<file path="config.mk">
export PLATFORM = sky130hd
export DESIGN_NAME = vc_pop_arbiter
export DESIGN_NICKNAME = d
export VERILOG_FILES = /design/src/rtl/vc_pop_arbiter_pkg.sv /design/src/rtl/vc_rr_pick.sv /design/src/rtl/vc_pop_arbiter.sv
export SDC_FILE = /design/constraint.sdc
export NUM_CORES = 1
export LEC_CHECK = 0
export CORE_UTILIZATION = 35
export DETAILED_ROUTE_END_ITERATION = 8
export GPL_TIMING_DRIVEN = 0
export PLACE_DENSITY = 0.7
export SKIP_LAST_GASP = 1
export SYNTH_ARGS = -nofsm -noshare
export SYNTH_HDL_FRONTEND = slang
export SYNTH_SLANG_ARGS = --single-unit
</file>
<file path="constraint.sdc">
create_clock -name clk -period 4.2 [get_ports clk]
set_clock_uncertainty 0.15 [all_clocks]
set_input_delay 0.42 -clock clk [delete_from_list [all_inputs] [get_ports clk]]
set_output_delay 0.42 -clock clk [all_outputs]
set_load 0.01 [all_outputs]
</file>
<file path="src/rtl/vc_pop_arbiter_pkg.sv">
// Shared definitions for the VC pop arbiter: mode encodings, starvation limit
// and the circular first-one search used by the picker.
package vc_pop_arbiter_pkg;
  localparam logic MODE_SP      = 1'b0;
  localparam logic MODE_WRR     = 1'b1;
  localparam int   STARVE_LIMIT = 15;
  localparam int   MAX_VC       = 8;

  typedef struct packed {
    logic       any;
    logic [2:0] idx;
  } pick_t;

  // First set bit of req[0..n-1], scanning circularly from start.
  function automatic pick_t circ_first(input logic [MAX_VC-1:0] req,
                                       input int unsigned n,
                                       input int unsigned start);
    pick_t r;
    int unsigned s, j;
    r = '0;
    s = (start < n) ? start : 0;
    for (int unsigned k = 0; k < MAX_VC; k++) begin
      j = s + k;
      if (j >= n) j = j - n;
      if (k < n && !r.any && req[3'(j)]) begin
        r.any = 1'b1;
        r.idx = 3'(j);
      end
    end
    return r;
  endfunction
endpackage

</file>
<file path="src/rtl/vc_rr_pick.sv">
// Combinational circular priority picker: first requester at or after start_ptr.
module vc_rr_pick
  import vc_pop_arbiter_pkg::*;
#(
  parameter int NUM_VC = 2,
  parameter int SEL_W  = 1
) (
  input  logic [NUM_VC-1:0] req,
  input  logic [SEL_W-1:0]  start_ptr,
  output logic [NUM_VC-1:0] grant_onehot,
  output logic [SEL_W-1:0]  grant_idx,
  output logic              any
);
  pick_t             pick;
  logic [MAX_VC-1:0] req_pad;

  always_comb begin
    req_pad              = '0;
    req_pad[NUM_VC-1:0]  = req;
    pick                 = circ_first(req_pad, NUM_VC, 32'(start_ptr));
    any                  = pick.any;
    grant_idx            = SEL_W'(pick.idx);
    grant_onehot         = '0;
    if (pick.any) grant_onehot[grant_idx] = 1'b1;
  end
endmodule

</file>
<file path="src/rtl/vc_pop_arbiter.sv">
// Pops NUM_VC source FIFOs into shared destinations, strict priority or WRR.
// Optional STARVE_GUARD_EN adds starvation override in strict-priority mode.
module vc_pop_arbiter
  import vc_pop_arbiter_pkg::*;
#(
  parameter int NUM_VC   = 2,
  parameter int NUM_DEST = 2,
  parameter int WEIGHT_W = 4,
  parameter int SEL_W    = (NUM_VC > 1) ? $clog2(NUM_VC) : 1
) (
  input  logic                         clk,
  input  logic                         reset_L,
  input  logic                         mode,
  input  logic [NUM_VC*WEIGHT_W-1:0]   weights,
  input  logic [NUM_VC-1:0]            VC_empty,
  input  logic [NUM_DEST-1:0]          D_full,
  output logic [NUM_VC-1:0]            VC_rd,
  output logic [SEL_W-1:0]             vc_sel,
  output logic                         rd_valid
);
  logic [NUM_VC-1:0]   eligible, pick_req;
  logic [SEL_W-1:0]    ptr, start_ptr, g;
  logic [WEIGHT_W-1:0] cnt, cnt_n, w_eff;
  logic                any;

  // Any full destination blocks every pop in the same cycle.
  assign eligible = ~VC_empty & {NUM_VC{reset_L & ~(|D_full)}};

`ifdef STARVE_GUARD_EN
  logic [NUM_VC-1:1][7:0] starve_cnt;
  logic [NUM_VC-1:0]      starving;

  always_comb begin
    starving = '0;
    for (int i = 1; i < NUM_VC; i++)
      starving[i] = (mode == MODE_SP) && eligible[i] &&
                    (starve_cnt[i] >= 8'(STARVE_LIMIT));
  end

  // Starving VCs replace the request set; start 0 picks the lowest of them.
  assign pick_req = (|starving) ? starving : eligible;

  always_ff @(posedge clk) begin
    if (!reset_L) starve_cnt <= '0;
    else
      for (int i = 1; i < NUM_VC; i++)
        if (mode == MODE_SP && eligible[i] && !VC_rd[i])
          starve_cnt[i] <= starve_cnt[i] + 8'd1;
        else
          starve_cnt[i] <= '0;
  end
`else
  assign pick_req = eligible;
`endif

  assign start_ptr = (mode == MODE_WRR) ? ptr : '0;

  vc_rr_pick #(.NUM_VC(NUM_VC), .SEL_W(SEL_W)) u_pick (
    .req          (pick_req),
    .start_ptr    (start_ptr),
    .grant_onehot (VC_rd),
    .grant_idx    (g),
    .any          (any)
  );

  always_comb begin
    w_eff = weights[g*WEIGHT_W +: WEIGHT_W];
    if (w_eff == '0) w_eff = WEIGHT_W'(1);
    cnt_n = (g == ptr) ? cnt + WEIGHT_W'(1) : WEIGHT_W'(1);
  end

  always_ff @(posedge clk) begin
    if (!reset_L) begin
      vc_sel   <= '0;
      rd_valid <= 1'b0;
      ptr      <= '0;
      cnt      <= '0;
    end else begin
      rd_valid <= any;
      if (any) vc_sel <= g;
      if (mode == MODE_SP) begin
        ptr <= '0;
        cnt <= '0;
      end else if (any) begin
        if (cnt_n >= w_eff) begin
          ptr <= (g == SEL_W'(NUM_VC-1)) ? '0 : g + 1'b1;
          cnt <= '0;
        end else begin
          ptr <= g;
          cnt <= cnt_n;
        end
      end
    end
  end
endmodule

</file>
==> flow_summary.toml, run 1 <==
[status]
status = "complete, no violations"

[placement]
dp_hpwl_um = 1030
gp_congestion = 0.729
port_buffers = 18

[global_routing]
grt_usage_pct = 17.5
grt_max_degree = 11
grt_pass1_wl_um = 1970
grt_overflow_total = 0
antenna_found_initial = 0
first_global_vias = 484

[routing]
first_iter_violations = 13
drc = 0
vias = 559
first_pass_iters = 4
drt-vias-per-instance = 5.43
wl_um = 1260
wl_per_cell_um = 12.2
postRouteAntennaNets = 0

[timing]
fmax_ghz = 0.283
hold_viol = 0
min_period_over_period_pct = 84.2
setup_viol = 0
whs_ps = 365
fin_crit_ps = 3540
setup_tns_ps = 0
slew_viol_final = 0
rsz0062_at_grt = "no"
tightest_slew_ps = 493
slew_headroom_pct = 66.3

[die]
core.rowCount = 13
ios = 19
die_height_um = 41.0
dieArea_mm2 = 0.00168
die_w_um = 41.0
core_mm2 = 0.00137
floorplan.initialDensity_pct = 39.0

[clock_tree]
cts_buffers = 3
root_buffer = "clkbuf_4"
post_cts_resized = 0
h-tree-depth = 1
cts_sinks = 7
cts_tree = "built"
post_cts_buffers = 0
clk_latency_ps = 260
clkTransAtPathRegs_ps = 50
hold_buffers = 0
cts_max_path_buffers = 2

[run]
drv_cap = 0

[setup_path]
critical_path.max_stage_delay_ps = 530
reg2reg_slack_ps = 1430
cpMostUsedCell = "nor3_1"
end_kind = "flop"
r2r_start = "ptr"
r2r_end = "cnt[1]"
start_kind = "primary input"
critical_path_arrival_ps = 3590
critPathMaxFanout = 7
crit_chain = "clkdlybuf4s50_1, or4b_4, o21bai_1, a21oi_2, nand2_1, inv_1, ha_1, nand2b_1, a2111oi_0, nor3_1, nor3_1, a32o_1"
reg2regPathDepth = 10
critPathKind = "primary input to flop"
crit_slowest_cell = "clkdlybuf4s50_1"
worst-endpoint-required_ps = 4250

[synthesis]
synth_cell_types = 28
synth_nets = 86
synthArstFlopShare_pct = 0
synth_edf_count = 0
syn_area_um2 = 533
yosys.area.top_type = "dfxtp_1"
synth_flop_cell = "dfxtp_1"
synth_top_area_share_pct = 26.3
syn_area_per_cell_um2 = 8.08
yosysWarningCount = 0
synthCells = 66
ys_top_cells_by_area = "dfxtp_1, ha_1, nor3_1, mux2i_1, a21oi_1"
synth-seq-cells = 7
synth-seq-area-share_pct = 26.3
synth_common_cells = "dfxtp_1, nor3_1, nand2_1, a21oi_1, ha_1"

[cells_and_area]
layout-drive-gt1-share_pct = 7.95
antenna_cells = 0
final_nets = 109
areaGrowthSynthToFinish_pct = 42.3

[min_path]
hp-class = "flop to flop"
hp-start = "cnt[3]"
min_to = "cnt[3]"
min_path_cells = 2

[pwr]
ir_worst_vdd_mv = 0.147
powerDensity_mw_per_mm2 = 215
leakage_nw = 0.289
stage by stage:
step	util (%)	power, mW	setup WS (ps)	cells	area (µm²)
floorplan	-	0.0824	1180	66	533
global placement	53.6	0.102	471	99	732
detailed placement	53.6	0.102	428	99	732
CTS	55.5	0.165	707	103	758
global route	55.5	0.172	444	103	758
finish	55.5	0.163	663	103	758
routing by layer:
metal	global-route usage (%)	part of all wire, %
met5	0	0
met4	0	0
met3	6.52	4.5
met2	28.9	46
met1	22.7	49
final cells by class:
type | count | area [µm²]
tap | 15 | 18.8
inverter | 2 | 7.51
sequential | 7 | 140
multi-input combinational | 56 | 382
timing repair buffer | 18 | 180
fill | 147 | 608
clock buffer | 4 | 26.3
buffer | 1 | 3.75
state kept, by name, summed over array words and instances (netlist names):
| signal | flops |
|---|---|
| cnt | 4 |
| rd_valid | 1 |
| vc_sel | 1 |
| ptr | 1 |
placed cells by master, fill, tap and decap left out, types with 2 or more instances in the layout:
master / count
mux2i_1: 3
nor2_1: 4
a21oi_1: 5
clkdlybuf4s50_1: 18
inv_1: 2
clkbuf_4: 3
nor3b_1: 2
nand2_1: 6
clkbuf_1: 2
nand3_1: 3
nor3_1: 7
a32o_1: 2
nor2b_1: 3
dfxtp_1: 7
ha_1: 5
and2_1: 2
power breakdown:
group / leakage, nW / total, mW / internal, mW / switching [mW]
Clock: 0.0150 / 0.0624 / 0.0363 / 0.0260
Sequential: 0.0566 / 0.0679 / 0.0673 / 0.000545
Combinational: 0.218 / 0.0330 / 0.0197 / 0.0133
cell families after synthesis:
family                     count (synthesis)  synth area share (%)
buffers and inverters                      3                  2.11
AOI/OAI and AO/OA                         14                  18.5
and+or+nand+nor                           33                  34.0
muxes                                      3                  5.63
adders and majority gates                  5                  11.7
xor gates and xnor gates                   1                  1.64
DFF                                        7                  26.3
how the worst max path moves through the flow:
stage                    from  endpoint  slack (ps)  cells past startpoint
global route          reset_L    cnt[3]         440                     12
detailed placement    reset_L    cnt[1]         430                     12
finish                reset_L    cnt[1]         660                     12
global placement      reset_L    cnt[1]         470                     12
floorplan           D_full[1]    cnt[3]        1180                     10
CTS                   reset_L    cnt[1]         710                     12
worst max-delay path, delay by kind of cell:
kind                     cells  cell delay, ps
buffers and inverters        2             610
AND/OR/NAND/NOR              5            1170
AO/OA/AOI/OAI                4            1170
adder cells (fa/ha/maj)      1             220
Note: power is estimated with default switching activity, not from simulation.
==> run 2: changes to the inputs <==
--- a/config.mk
+++ b/config.mk
@@ -8,7 +8,7 @@
 export CORE_UTILIZATION = 35
 export DETAILED_ROUTE_END_ITERATION = 8
 export GPL_TIMING_DRIVEN = 0
-export PLACE_DENSITY = 0.7
+export PLACE_DENSITY = 0.72
 export SKIP_LAST_GASP = 1
 export SYNTH_ARGS = -nofsm -noshare
 export SYNTH_HDL_FRONTEND = slang
==> constraint.sdc (replaced) <==
create_clock -name clk -period 2.9 [get_ports clk]
set_clock_uncertainty 0.15 [all_clocks]
set_input_delay 0.29 -clock clk [delete_from_list [all_inputs] [get_ports clk]]
set_output_delay 0.29 -clock clk [all_outputs]
set_load 0.01 [all_outputs]
==> run 2 against run 1 <==
Net effect:
- total power grew 50%
- clock power increased by 36%
- count of clock-buffer cells in the layout is the same
- critical path depth did not move
- largest power group unchanged
- cell count is 3.9% higher
- largest cell class unchanged
- sequential cell count did not move
- die area is the same
- highest routed layer is now met4
- sequential power is 45% higher
- non-clock buffer count increased by 4
==> flow_summary.toml, run 2 (synthesis gave the netlist of run 1 again) <==
[status]
status = "complete, no violations"

[pwr]
leakage_nw = 0.327
power_frac_comb_pct = 25.1
p_int_uw = 186
powerDensity_mw_per_mm2 = 274
ir_worst_vdd_mv = 0.262
power_switching_uw = 59.4
p_sw_share_pct = 24.2
clkPwrFrac_pct = 34.7
seq_power_share_pct = 40.2

[clock_tree]
hold_buffers = 0
cts_sinks = 7
h-tree-depth = 1
root_buffer = "clkbuf_4"
cts_tree = "built"
cts_buffers = 3
cts_max_path_buffers = 2
clk_latency_ps = 250
clkTransAtPathRegs_ps = 50

[min_path]
min_path_cells = 2
hp-start = "reset_L"
min_to = "vc_sel"
hp-class = "primary input to flop"

[routing]
first_pass_iters = 3
wl_um = 1470
wl_per_cell_um = 13.7
vias = 591
drt-vias-per-instance = 5.52
first_iter_violations = 10
drc = 0
postRouteAntennaNets = 0

[setup_path]
start_kind = "primary input"
cp_top_family = "simple AND/OR/NAND/NOR gates"
crit_chain = "dlygate4sd2_1, or4b_4, o21bai_4, a21oi_2, buf_4, buf_4, o21a_1, ha_2, a2111oi_4, or3_4, a22oi_2, a21oi_1"
reg2regPathDepth = 8
r2r_end = "cnt[3]"
critPathMaxFanout = 4
worst-endpoint-required_ps = 2880
startpoint = "D_full[1]"
cpMostUsedCell = "buf_4"
critical_path_arrival_ps = 2780
worstPathBufferInverterCount = 3
r2r_start = "ptr"
reg2reg_slack_ps = 370
end_kind = "flop"
critPathKind = "primary input to flop"
crit_slowest_cell = "or4b_4"
critical_path.max_stage_delay_ps = 550

[cells_and_area]
fin_cells = 107
final_nets = 113
layout-drive-gt1-share_pct = 26.1
regMostFlops = "cnt"
finish.instance_area_um2 = 895
areaGrowthSynthToFinish_pct = 67.8
layout_commonest_cell = "clkdlybuf4s50_1"
antenna_cells = 0
layout_common_cells = "clkdlybuf4s50_1, dfxtp_1, nand2_1, a21oi_1"
largest_reg_flops = 4

[die]
ios = 19
core_mm2 = 0.00137
dieArea_mm2 = 0.00168
die_w_um = 41.0
core.rowCount = 13
floorplan.initialDensity_pct = 39.0
die_height_um = 41.0

[placement]
dp_hpwl_um = 957
gp_congestion = 0.754
place_area_um2 = 732
port_buffers = 18
dp.cells = 99

[timing]
setup_viol = 0
slew_headroom_pct = 70.9
fin_crit_ps = 2790
min_period_over_period_pct = 96.4
hold_viol = 0
tightest_slew_ps = 437
fmax_ghz = 0.358
slew_viol_final = 0

[global_routing]
first_global_vias = 552
grt_pass1_wl_um = 2210
grt_usage_pct = 21.3
grt_max_degree = 11
antenna_found_initial = 0
grt_overflow_total = 0

[run]
drv_cap = 0
## run 2: per-layer routing
layer,GRT usage [%],part of all wire (%)
met1,21.6,43
met2,36.7,51
met3,3.80,3.7
met4,18.3,1.8
met5,0,0
## run 2: worst max-delay path by stage
stage | end | slack [ps] | cells after the start
2_1_floorplan | cnt[3] | 8 | 10
3_3_place_gp | cnt[3] | -720 | 12
3_5_place_dp | cnt[3] | -730 | 12
4_1_cts | ptr | 140 | 12
5_1_grt | cnt[3] | -8 | 12
6_report | ptr | 110 | 12
## run 2: worst reg2reg max path: cells and delay by family (launching register included)
kind	cells	cell delay, ps
multiplexers	1	340
flip-flops	1	420
adder cells (fa/ha/maj)	1	260
AO/OA/AOI/OAI	3	700
AND/OR/NAND/NOR	3	590
## run 2: power by group through the flow
stage | registers [mW] | clock network [mW] | logic [mW]
floorplan | 0.101 | 0 | 0.0187
global placement | 0.100 | 0 | 0.0468
detailed placement | 0.100 | 0 | 0.0477
CTS | 0.0985 | 0.0901 | 0.0569
global route | 0.0985 | 0.0963 | 0.0667
finish | 0.0985 | 0.0850 | 0.0615
## run 2: final cells by class
type | instances | area, µm²
Buffer | 1 | 3.75
Clock buffer | 4 | 26.3
Fill cell | 127 | 472
Inverter | 2 | 7.51
Multi-Input combinational cell | 56 | 490
Sequential cell | 7 | 140
Tap cell | 15 | 18.8
Timing Repair Buffer | 22 | 208
## run 2: repair_timing
item	4_1_cts	5_1_grt
buffers inserted	3	1
resized for setup	18	6
pin swaps	12	7
setup endpoints to repair	5	2
## run 2: stage by stage
stage / setup WS [ps] / power, mW / TNS (ps) / hold slack, ps / util (%)
after floorplan: 7.76 / 0.119 / 0 / 268 / -
after global placement: -715 / 0.147 / -3400 / 336 / 53.6
after detailed placement: -731 / 0.148 / -3500 / 352 / 53.6
after CTS: 139 / 0.245 / 0 / 336 / 62.5
after global routing: -7.96 / 0.262 / -7.96 / 335 / 65.5
final: 105 / 0.245 / 0 / 319 / 65.5
==> run 3: changes to the inputs <==
--- a/config.mk
+++ b/config.mk
@@ -8,6 +8,7 @@
 export CORE_UTILIZATION = 35
 export DETAILED_ROUTE_END_ITERATION = 8
 export GPL_TIMING_DRIVEN = 0
+export HOLD_SLACK_MARGIN = 0.08
 export PLACE_DENSITY = 0.72
 export SKIP_LAST_GASP = 1
 export SYNTH_ARGS = -nofsm -noshare
==> results of run 3 <==
Same layout as run 2: the final DEF is identical, and so are final timing and power.
